[src/rtl/div_count_rx.sv]
// Receiver for the divided-counter stream: checks +1 (mod 16) steps every M clocks,
// locks after LOCK_N good steps, and reports step/err pulses and the measured period.
module div_count_rx #(
  parameter int M      = 10,
  parameter int LOCK_N = 3,
  parameter int PW     = 16
) (
  input  logic          clk,
  input  logic          rstn,
  input  logic [3:0]    data,
  output logic          locked,
  output logic          step,
  output logic          err,
  output logic [3:0]    value,
  output logic [PW-1:0] period,
  output logic [7:0]    err_count
);

  typedef enum logic [1:0] {HUNT, TRACK, LOCKED} state_t;

  state_t        state_q, state_d;
  logic [3:0]    data_q;
  logic [PW-1:0] cnt_q, cnt_d;
  logic [3:0]    good_q, good_d;
  logic          locked_q, locked_d;
  logic          step_q, step_d;
  logic          err_q, err_d;
  logic [3:0]    value_q, value_d;
  logic [PW-1:0] period_q, period_d;
  logic [7:0]    err_count_q, err_count_d;

  logic          chg, good_chg, tmo;
  logic [3:0]    data_inc;
  logic [PW-1:0] ivl;

  always_comb begin
    chg      = (data != data_q);
    data_inc = data_q + 4'd1;
    // Saturated counter reports a saturated interval rather than wrapping to 0.
    ivl      = (&cnt_q) ? cnt_q : cnt_q + 1'b1;
    good_chg = chg && (data == data_inc) && (ivl == PW'(M));
    tmo      = !chg && (cnt_q == PW'(M - 1));
    cnt_d    = chg ? '0 : ((&cnt_q) ? cnt_q : cnt_q + 1'b1);
  end

  always_ff @(posedge clk or negedge rstn) begin
    if (!rstn) begin
      state_q     <= HUNT;
      data_q      <= '0;
      cnt_q       <= '0;
      good_q      <= '0;
      locked_q    <= 1'b0;
      step_q      <= 1'b0;
      err_q       <= 1'b0;
      value_q     <= '0;
      period_q    <= '0;
      err_count_q <= '0;
    end else begin
      state_q     <= state_d;
      data_q      <= data;
      cnt_q       <= cnt_d;
      good_q      <= good_d;
      locked_q    <= locked_d;
      step_q      <= step_d;
      err_q       <= err_d;
      value_q     <= value_d;
      period_q    <= period_d;
      err_count_q <= err_count_d;
    end
  end

  // A change on the timeout edge wins: tmo already excludes chg.
  always_comb begin
    state_d = state_q;
    good_d  = good_q;
    case (state_q)
      HUNT: begin
        if (chg) begin
          state_d = TRACK;
          good_d  = '0;
        end
      end
      TRACK: begin
        if (good_chg) begin
          good_d = good_q + 4'd1;
          if (good_q + 4'd1 == 4'(LOCK_N)) state_d = LOCKED;
        end else if (chg) begin
          good_d = '0;
        end else if (tmo) begin
          state_d = HUNT;
        end
      end
      LOCKED: begin
        if (chg && !good_chg) begin
          state_d = TRACK;
          good_d  = '0;
        end else if (tmo) begin
          state_d = HUNT;
        end
      end
      default: state_d = HUNT;
    endcase
  end

  always_comb begin
    locked_d    = (state_d == LOCKED);
    step_d      = (state_q == LOCKED) && good_chg;
    err_d       = (state_q == LOCKED) && ((chg && !good_chg) || tmo);
    value_d     = chg ? data : value_q;
    period_d    = (chg && state_q != HUNT) ? ivl : period_q;
    err_count_d = (err_d && err_count_q != 8'hFF) ? err_count_q + 8'd1 : err_count_q;
  end

  assign locked    = locked_q;
  assign step      = step_q;
  assign err       = err_q;
  assign value     = value_q;
  assign period    = period_q;
  assign err_count = err_count_q;

endmodule

[config.mk]
export PLATFORM = sky130hd
export DESIGN_NAME = div_count_rx
export DESIGN_NICKNAME = d
export VERILOG_FILES = /design/src/rtl/div_count_rx.sv
export SDC_FILE = /design/constraint.sdc
export NUM_CORES = 1
export LEC_CHECK = 0
export ABC_AREA = 1
export CORE_MARGIN = 3
export CORE_UTILIZATION = 42
export DETAILED_ROUTE_END_ITERATION = 12
export PLACE_DENSITY = 0.71
export SYNTH_ARGS = -nofsm -noshare
export SYNTH_HDL_FRONTEND = slang
export SYNTH_SLANG_ARGS = --single-unit
export TNS_END_PERCENT = 100
[constraint.sdc]
create_clock -name clk -period 2.94 [get_ports clk]
set_clock_uncertainty 0.2 [all_clocks]
set_input_delay 0.882 -clock clk [delete_from_list [all_inputs] [get_ports clk]]
set_output_delay 0.882 -clock clk [all_outputs]
set_load 0.005 [all_outputs]
-- After elaboration in Yosys (flattened, before gate mapping)
Cells that the tools add are included.
W data, S select, Z words.
- register bits after elaboration: 57
- bits in latches: 0
- memory bits (writable): 0
- ROM bits: 0
- input port bits: 6
- memories: 0
- add/subtract/negate cells: 4
- multipliers: 0
- divide/modulo/power cells: 0
- magnitude comparators: 0
- eq/ne operators: 10
- shift-type cells: 0
- mux-type cells: 13
- bitwise logic cells: 0
- reduce and logical (&&, ||, !) cells: 16
- operator list (cell ; count):
    $eq A16 B4 Y1 const B ; 2
    $mux W16 ; 2
    $add A16 B1 Y16 const B ; 1
    $reduce_and A16 Y1 ; 1
    $mux W2 ; 6
    $mux W4 ; 3
    $pmux W4 S3 ; 1
    $add A4 B1 Y4 const B ; 2
    $add A8 B1 Y8 const B ; 1
    $logic_and A1 B1 Y1 ; 8
    $ne A8 B8 Y1 const B ; 1
    $pmux W2 S3 ; 1
    $eq A2 B2 Y1 const B ; 2
    $eq A4 B2 Y1 const B ; 1
    $eq A4 B4 Y1 ; 1
    $ne A4 B4 Y1 ; 1
    $reduce_bool A3 Y1 ; 1
    $eq A2 B1 Y1 const B ; 1
    $logic_not A1 Y1 ; 2
    $logic_not A2 Y1 ; 1
    $ne A2 B2 Y1 const B ; 1
    $reduce_and A2 Y1 ; 1
    $reduce_bool A2 Y1 ; 1
    $logic_or A1 B1 Y1 ; 1

-- Logic depth before layout (Yosys ltp)
Gate-level depths: netlist of run 1.
- depth after elaboration: 9
- gate-level depth with buffers: 17
- mapped depth without buffers: 17

-- Least setup slack after synthesis of run 1
OpenSTA, ideal clock, no wires.
- kind: in2reg
- from: input data[0]
- to: register err_count_q[5], in the netlist err_count[5]
- library setup time: 0.122 ns
- arrival: 2.201 ns
- path slack: 0.417 ns
- stages on the path: 9
- buffers on the path: 0
- cells stage by stage: xnor2_1 and3_1 nand2_2 clkinv_1 a21oi_2 nand2_8 nor2_8 nand2_2 xor2_1
- cells in the longest elaborated chain, start to end: 8
- RTL lines (element ; line ; source):
    from (decl) ; 10 ; input logic [3:0] data,
    $ne A4 B4 Y1 or $eq A4 B4 Y1 (tied branches) ; 37, 41 ;
    $logic_and A1 B1 Y1 (2 in series) ; 41 ; good_chg = chg && (data == data_inc) && (ivl == PW'(M));
    $logic_not A1 Y1 ; 108 ; err_d = (state_q == LOCKED) && ((chg && !good_chg) || tmo);
    $logic_and A1 B1 Y1 ; 108 ;
    $logic_or A1 B1 Y1 (*) ; 108 ;
    $logic_and A1 B1 Y1 (*) ; 108 ;
    $logic_and A1 B1 Y1 (*) ; 111 ; err_count_d = (err_d && err_count_q != 8'hFF) ? err_count_q + 8'd1 : err_count_q;
    to (signal assigned) ; 68 ; err_count_q <= err_count_d;
    to (decl) ; 30 ; logic [7:0] err_count_q, err_count_d;
Every way passes the cells marked *; elsewhere a longest branch is shown, timed or not.
A chain may end at the register's enable or synchronous reset.

-- Final worst setup path of run 1
- from: input data[1]
- to: register good_q[0]
- cells in the longest elaborated chain, start to end: 7
- RTL lines (element ; line ; source):
    $ne A4 B4 Y1 or $eq A4 B4 Y1 (tied branches) ; 37, 41 ;
    $logic_and A1 B1 Y1 (2 in series) ; 41 ;
    $logic_not A1 Y1 ; 94 ; if (chg && !good_chg) begin
    $logic_and A1 B1 Y1 ; 94 ;
    $ne A2 B2 Y1 (no source line) ; -- ;
    $reduce_and A2 Y1 (no source line) ; -- ;
    to (signal assigned) ; 62 ; good_q <= good_d;
    to (decl) ; 24 ; logic [3:0] good_q, good_d;
Several ways; a longest one is shown, not always the timed one.

==> results of run 1 <==
cells by family after synthesis:
group / after synthesis / share of synthesized area [%]
buffers and inverters: 62 / 7.39
AND/OR/NAND/NOR: 241 / 35.6
XOR/XNOR: 14 / 3.75
adder cells (fa/ha/maj): 10 / 3.83
AO/OA/AOI/OAI: 35 / 5.71
flip-flops: 57 / 43.7
power groups by stage:
stage	clock network (mW)	logic, mW	registers [mW]
finish	0.764	0.286	0.825
global route	0.826	0.328	0.827
CTS	0.788	0.288	0.825
detailed placement	0	0.285	0.839
global placement	0	0.278	0.839
floorplan	0	0.171	0.839
critical path: stages:
cell and delay [ps]:
clkdlybuf4s50_1 510, inv_1 90, nand2_1 70, nand3_1 60, nor2_1 100, nand3_1 90
nor2_2 150, nand3_4 100, nor2_8 180, nand2_8 100, nand2_4 80, nand2_2 70
nand2_2 120, inv_2 40, nand2_1 70, nand2_1 50
state kept, by name, indices dropped and copies added (netlist names):
signal,cells
cnt_q,16
step,1
good_q,4
value,4
locked,1
err_count,8
state_q,2
err,1
data_q,4
period,16
stage by stage:
| stage | setup TNS (ps) | util, % |
|---|---|---|
| 2_1_floorplan | 0 | - |
| 3_3_place_gp | -468 | 51.7 |
| 3_5_place_dp | -1290 | 51.7 |
| 4_1_cts | 0 | 54.5 |
| 5_1_grt | 0 | 54.6 |
| 6_report | 0 | 54.6 |
layer usage:
| layer | GRT usage [%] | vias up | wire length [um] |
|---|---|---|---|
| met5 | 0 | - | 0 |
| met4 | 7.70 | 0 | 137 |
| met3 | 4.25 | 15 | 364 |
| met2 | 28.9 | 82 | 3380 |
| met1 | 25.7 | 1338 | 3540 |
| li1 | - | 1423 | - |
worst min-delay path by stage:
stage	from	endpoint	slack, ps	cells past startpoint
after global routing	period[10]	period[10]	310	2
final	period[10]	period[10]	280	2
after floorplan	period[10]	period[10]	270	2
after global placement	period[9]	period[9]	260	2
after detailed placement	period[10]	period[10]	270	2
after CTS	period[10]	period[10]	280	2
layout by cell type (no fill, tap or decap), types with 3 or more instances in the layout:
cell | netlist | routed
ha_1 | 10 | 10
clkbuf_8 | 0 | 12
nor3_1 | 4 | 4
inv_2 | 3 | 3
nor2_4 | 4 | 5
nand2_2 | 12 | 12
xnor2_1 | 7 | 7
buf_4 | 0 | 12
a21oi_1 | 3 | 3
o21ai_0 | 24 | 24
o21ai_1 | 4 | 4
nand2_1 | 115 | 115
nor2_2 | 8 | 8
nand3_1 | 32 | 32
inv_1 | 53 | 53
clkdlybuf4s50_1 | 0 | 35
xor2_1 | 7 | 7
nor2_1 | 45 | 44
dfrtp_1 | 57 | 57
nand4_1 | 7 | 7
cell type report:
class | count | area [um^2]
timing repair buffer | 49 | 465
tap | 99 | 124
clock inverter | 2 | 35.0
inverter | 57 | 214
multi-input combinational | 300 | 1610
fill | 676 | 3370
sequential | 57 | 1430
clock buffer | 14 | 173
==> summary.txt, run 1 <==
Critical path
  • Critical Path Start Type: input port
  • Crit-path max FO: 8
  • Critical Path End Type: flip-flop
  • CP arrival: 2770 ps
  • R2R depth: 17
  • R2r setup slk: 280 ps
  • Critical Path End: good_q[0]
  • CP required: 2970 ps
  • Crit path kind: input port to flip-flop
  • R2r endpoint: good_q[0]
  • R2R Path Start: cnt_q[1]
  • Critical path launch point: data[1]

Synthesis
  • Unique masters post-synth: 35
  • Top cell type's share of synthesized area: 43.7%
  • Largest cells by area after synthesis: dfrtp_1 (44%), nand2_1 (13%), inv_1 (6.1%), nor2_1 (5.2%), nand3_1 (4.9%)
  • Mapped Area: 0.00327 mm^2
  • Commonest cells in the netlist: nand2_1 (115), dfrtp_1 (57), inv_1 (53)
  • Mean Syn Cell Area: 7.79 um^2
  • Syn Nets: 435
  • Gate Count Post-Synth: 419
  • Most used DFF post-synth: dfrtp_1
  • Async S/R FF share, synth: 100%
  • Cell with the most instances after synthesis: nand2_1
  • Register bit total from synthesis: 57
  • Yosys warns: 0
  • Post-synth EDFFs: 0
  • Register area share after synthesis: 43.7%
  • Cell taking the most area after synthesis: dfrtp_1

Final layout
  • Area Overhead vs Synth: 23.8%
  • Ant. Diodes: 0
  • Layout cell share with drive strength beyond 1: 14.2%
  • Final Non-Filler Cells: 578
  • Fin area: 0.00404 mm^2
  • Final nets: 490

Pwr
  • Tot Pwr: 1.88 mW
  • Leak pwr: 1.97 nW
  • Sw Pwr: 0.506 mW
  • Sequential share of power: 44.0%
  • P_int: 1.37 mW
  • Pwr/cell area: 464 mW/mm^2
  • Clock network fraction of design power: 40.7%
  • Max VDD drop: 0.352 mV
  • Comb pwr share: 15.3%
  • Sw Share: 27.0%

Clocking
  • # resized after CTS: 0
  • Post-CTS setup buffers: 0
  • Post-CTS Hold Buffers: 0
  • Total CTS buffers: 9
  • Worst-skew pair later-pin latency: 330 ps
  • Root Buffer: clkbuf_8
  • CTS tree: built
  • Max Root-Sink Buffers: 2
  • H-Tree Depth: 3
  • Sink Count: 57
  • Clock-pin slew on the worst setup and hold paths: 60 ps

Placement
  • Pre-CTS WS: -174 ps
  • DP HPWL: 5530 um
  • Placed insts: 562
  • Placed Area: 0.00383 mm^2
  • Input/output buffers: 36
  • Placer Congestion: 0.893

STA
  • RSZ-0062 raised after global routing: no
  • Tightest Pin Transition: 634 ps
  • Crit path time final: 2740 ps
  • Tcrit/Tclk final: 93.2%
  • Final Hold Viols: 0
  • Fin. max-slew vios: 0
  • Worst setup margin: 201 ps
  • Slew headroom: 57.4%
  • Final hold slack: 279 ps
  • Final setup vio count: 0
  • Max Freq: 0.365 GHz

Floorplan
  • Core Rows: 31
  • DIE AREA: 0.00887 mm^2
  • Die Wd: 94.2 um
  • Total core area: 0.00741 mm^2
  • Initial Utilization: 44.1%
  • IO Count: 37
  • Die Y: 94.2 um

GRT
  • Antenna violations before repair: 0
  • Grt total ovfl: 0
  • Total track usage: 18.9%
  • First-pass GRT wire length: 13000 um
  • Pin count of the biggest net entering global routing: 35
  • Number of global-route vias before repair: 2757

Flow run
  • Max-cap violations: 0

Detailed routing
  • DRC Markers: 0
  • Per-cell routed wire length: 12.8 um
  • Routed vias: 2858
  • Antenna Nets Post-Route: 0
  • DRT Pass-1 Iters: 7
  • WL final: 7420 um
  • Initial DRC count: 252
  • Routed vias/inst: 4.94

Hold path
  • Min-delay worst type: flip-flop to flip-flop

Outcome
  • Outcome: completed
Note: power is estimated with default switching activity, not from simulation.
==> run 2, diff against run 1 <==
--- a/config.mk
+++ b/config.mk
@@ -6,6 +6,7 @@
 export NUM_CORES = 1
 export LEC_CHECK = 0
 export ABC_AREA = 1
+export CORE_ASPECT_RATIO = 0.8
 export CORE_MARGIN = 3
 export CORE_UTILIZATION = 42
 export DETAILED_ROUTE_END_ITERATION = 12
==> constraint.sdc (replaced) <==
create_clock -name clk -period 2.94 [get_ports clk]
set_clock_uncertainty 0.2 [all_clocks]
set_input_delay 0.882 -clock clk [delete_from_list [all_inputs] [get_ports clk]]
set_output_delay 0.882 -clock clk [all_outputs]
set_load 0.1 [all_outputs]
==> run 2 against run 1 <==
Maximum frequency increased by 0.59%. Routed wire length decreased by 3.1%. Critical path type unchanged. Largest power group unchanged. Critical path depth unchanged. Sequential cell count unchanged.
==> summary.txt, run 2 (synthesis gave the netlist of run 1 again) <==
Hold path
  • Min-delay worst type: flip-flop to flip-flop (unchanged)

Clocking
  • Root Buffer: clkbuf_8 (unchanged)
  • H-Tree Depth: 3 (unchanged)
  • Total CTS buffers: 9 (unchanged)
  • Sink Count: 57 (unchanged)
  • CTS tree: built (unchanged)
  • Worst-skew pair later-pin latency: 340 ps (was 330 ps)
  • Post-CTS setup buffers: 0 (unchanged)
  • Clock-pin slew on the worst setup and hold paths: 60 ps (about the same)
  • Max Root-Sink Buffers: 2 (unchanged)

STA
  • Tightest Pin Transition: 636 ps (was 634 ps)
  • Crit path time final: 2720 ps (was 2740 ps)
  • RSZ-0062 raised after global routing: no (unchanged)
  • Final hold slack: 285 ps (was 279 ps)
  • Final Hold Viols: 0 (unchanged)
  • Worst setup margin: 217 ps (was 201 ps)
  • Fin. max-slew vios: 0 (unchanged)
  • Final setup vio count: 0 (unchanged)
  • Tcrit/Tclk final: 92.6% (was 93.2%)
  • Max Freq: 0.367 GHz (was 0.365 GHz)
  • Slew headroom: 57.3% (was 57.4%)

GRT
  • Number of global-route vias before repair: 2727 (was 2757)
  • Antenna violations before repair: 0 (unchanged)
  • First-pass GRT wire length: 12800 um (was 13000 um)
  • Total track usage: 17.8% (was 18.9%)
  • Pin count of the biggest net entering global routing: 58 (was 35)
  • Grt total ovfl: 0 (unchanged)

Final layout
  • Final nets: 489 (was 490)
  • Leading cell types in the layout, fill and taps excluded: nand2_1 (115), dfrtp_1 (57), inv_1 (53) (unchanged)
  • Area Overhead vs Synth: 20.2% (was 23.8%)
  • Final Core Density: 52.6% (was 54.6%)
  • # fillers: 716 (was 676)
  • Most common cell after layout, fill and taps aside: nand2_1 (unchanged)
  • Layout cell share with drive strength beyond 1: 20.5% (was 14.2%)
  • Ant. Diodes: 0 (unchanged)

Detailed routing
  • Routed vias: 2768 (was 2858)
  • DRT Pass-1 Iters: 5 (was 7)
  • Antenna Nets Post-Route: 0 (unchanged)
  • DRC Markers: 0 (unchanged)
  • Routed vias/inst: 4.75 (was 4.94)
  • Per-cell routed wire length: 12.3 um (was 12.8 um)
  • WL final: 7190 um (was 7420 um)
  • Initial DRC count: 163 (was 252)

Floorplan
  • IO Count: 37 (unchanged)
  • Total core area: 0.00746 mm^2 (was 0.00741 mm^2)
  • Die Wd: 105 um (was 94.2 um)
  • DIE AREA: 0.00888 mm^2 (was 0.00887 mm^2)
  • Core Rows: 28 (was 31)
  • Initial Utilization: 43.8% (was 44.1%)
  • Die Y: 84.9 um (was 94.2 um)

Pwr
  • Sw Share: 32.1% (was 27.0%)
  • Sequential share of power: 44.3% (was 44.0%)
  • Leak pwr: 2.00 nW (was 1.97 nW)
  • Clock network fraction of design power: 34.8% (was 40.7%)
  • Pwr/cell area: 476 mW/mm^2 (was 464 mW/mm^2)
  • Max VDD drop: 0.303 mV (was 0.352 mV)
  • Comb pwr share: 20.9% (was 15.3%)
  • Tot Pwr: 1.87 mW (was 1.88 mW)
  • Sw Pwr: 0.599 mW (was 0.506 mW)
  • P_int: 1.27 mW (was 1.37 mW)

Placement
  • DP HPWL: 5450 um (was 5530 um)
  • Placer Congestion: 0.913 (was 0.893)
  • Pre-CTS WS: -170 ps (was -174 ps)
  • Input/output buffers: 36 (unchanged)

Flow run
  • Max-cap violations: 0 (unchanged)

Critical path
  • Crit path kind: input port to flip-flop (unchanged)
  • Critical Path Start Type: input port (unchanged)
  • CP required: 2960 ps (was 2970 ps)
  • Critical Path End Type: flip-flop (unchanged)
  • CP arrival: 2750 ps (was 2770 ps)
  • Crit-path max FO: 9 (was 8)

Outcome
  • Outcome: completed (unchanged)
run 2: cell count changes in the layout (fill, tap and decap cells not counted):
| cell | delta |
|---|---|
| clkinv_2 | +2 |
| nor2_2 | +1 |
| clkdlybuf4s50_1 | -31 |
| bufinv_16 | -1 |
| clkbuf_8 | -1 |
| buf_4 | +30 |
| nor2_4 | -1 |
run 2: critical path, stage by stage:
cell and delay (ps):
clkdlybuf4s50_1 490, inv_1 60, nand2_1 110, nand3_1 90, nand2_1 70, nand3_1 100
nor2_2 170, nand3_4 110, nor2_8 160, nand2_8 100, nand2_4 90, nand2_2 60
nand2_2 110, inv_2 40, nand2_1 50, nand2_1 50
run 2: worst paths after layout:
| path | startpoint | to | slack (ps) | cells past startpoint |
|---|---|---|---|---|
| setup reg to reg | cnt_q[1] | good_q[0] | 290 | 16 |
| min in group asynchronous | rstn | period[6] | 320 | 2 |
| setup / recovery | data[2] | good_q[0] | 220 | 16 |
| hold / removal | period[7] | period[7] | 280 | 2 |
| max in group asynchronous | rstn | cnt_q[14] | 1950 | 2 |
| hold reg to reg | period[7] | period[7] | 280 | 2 |
run 2: area by class of cell:
type,instances,area (um^2),share of cell area (%)
inverters,57,214,5.45
flip-flops and latches,57,1430,36.3
well taps,105,131,3.35
clock inverters,3,15.0,0.382
clock buffers,13,159,4.05
repair buffers,48,380,9.69
multi-input cells,300,1600,40.8
run 2: repair_timing:
item / CTS / global route
endpoints found under the setup margin: 0 / 6
resized for setup: 0 / 1
hold buffers: 0 / 0
run 2: power by group through the flow:
| stage | Combinational (mW) | Clock (mW) | Sequential, mW |
|---|---|---|---|
| floorplan | 0.171 | 0 | 0.932 |
| global route | 0.433 | 0.708 | 0.830 |
| CTS | 0.392 | 0.675 | 0.826 |
| finish | 0.390 | 0.650 | 0.827 |
| global placement | 0.386 | 0 | 0.840 |
| detailed placement | 0.392 | 0 | 0.840 |
run 2: per-stage QoR:
step	std cells	cell area [um^2]	TNS, ps
floorplan	419	3270	0
global placement	567	3750	-642
detailed placement	567	3750	-1690
CTS	583	3920	0
global route	583	3930	0
finish	583	3930	0
run 2: layer usage:
layer | GRT usage [%] | vias to the layer above | wire, um | part of all wire, %
met2 | 27.5 | 70 | 3080 | 43
met3 | 5.55 | 9 | 465 | 6.5
met5 | 0 | - | 0 | 0
met4 | 4.77 | 0 | 68 | 0.95
met1 | 24.4 | 1265 | 3570 | 50
li1 | - | 1424 | - | -
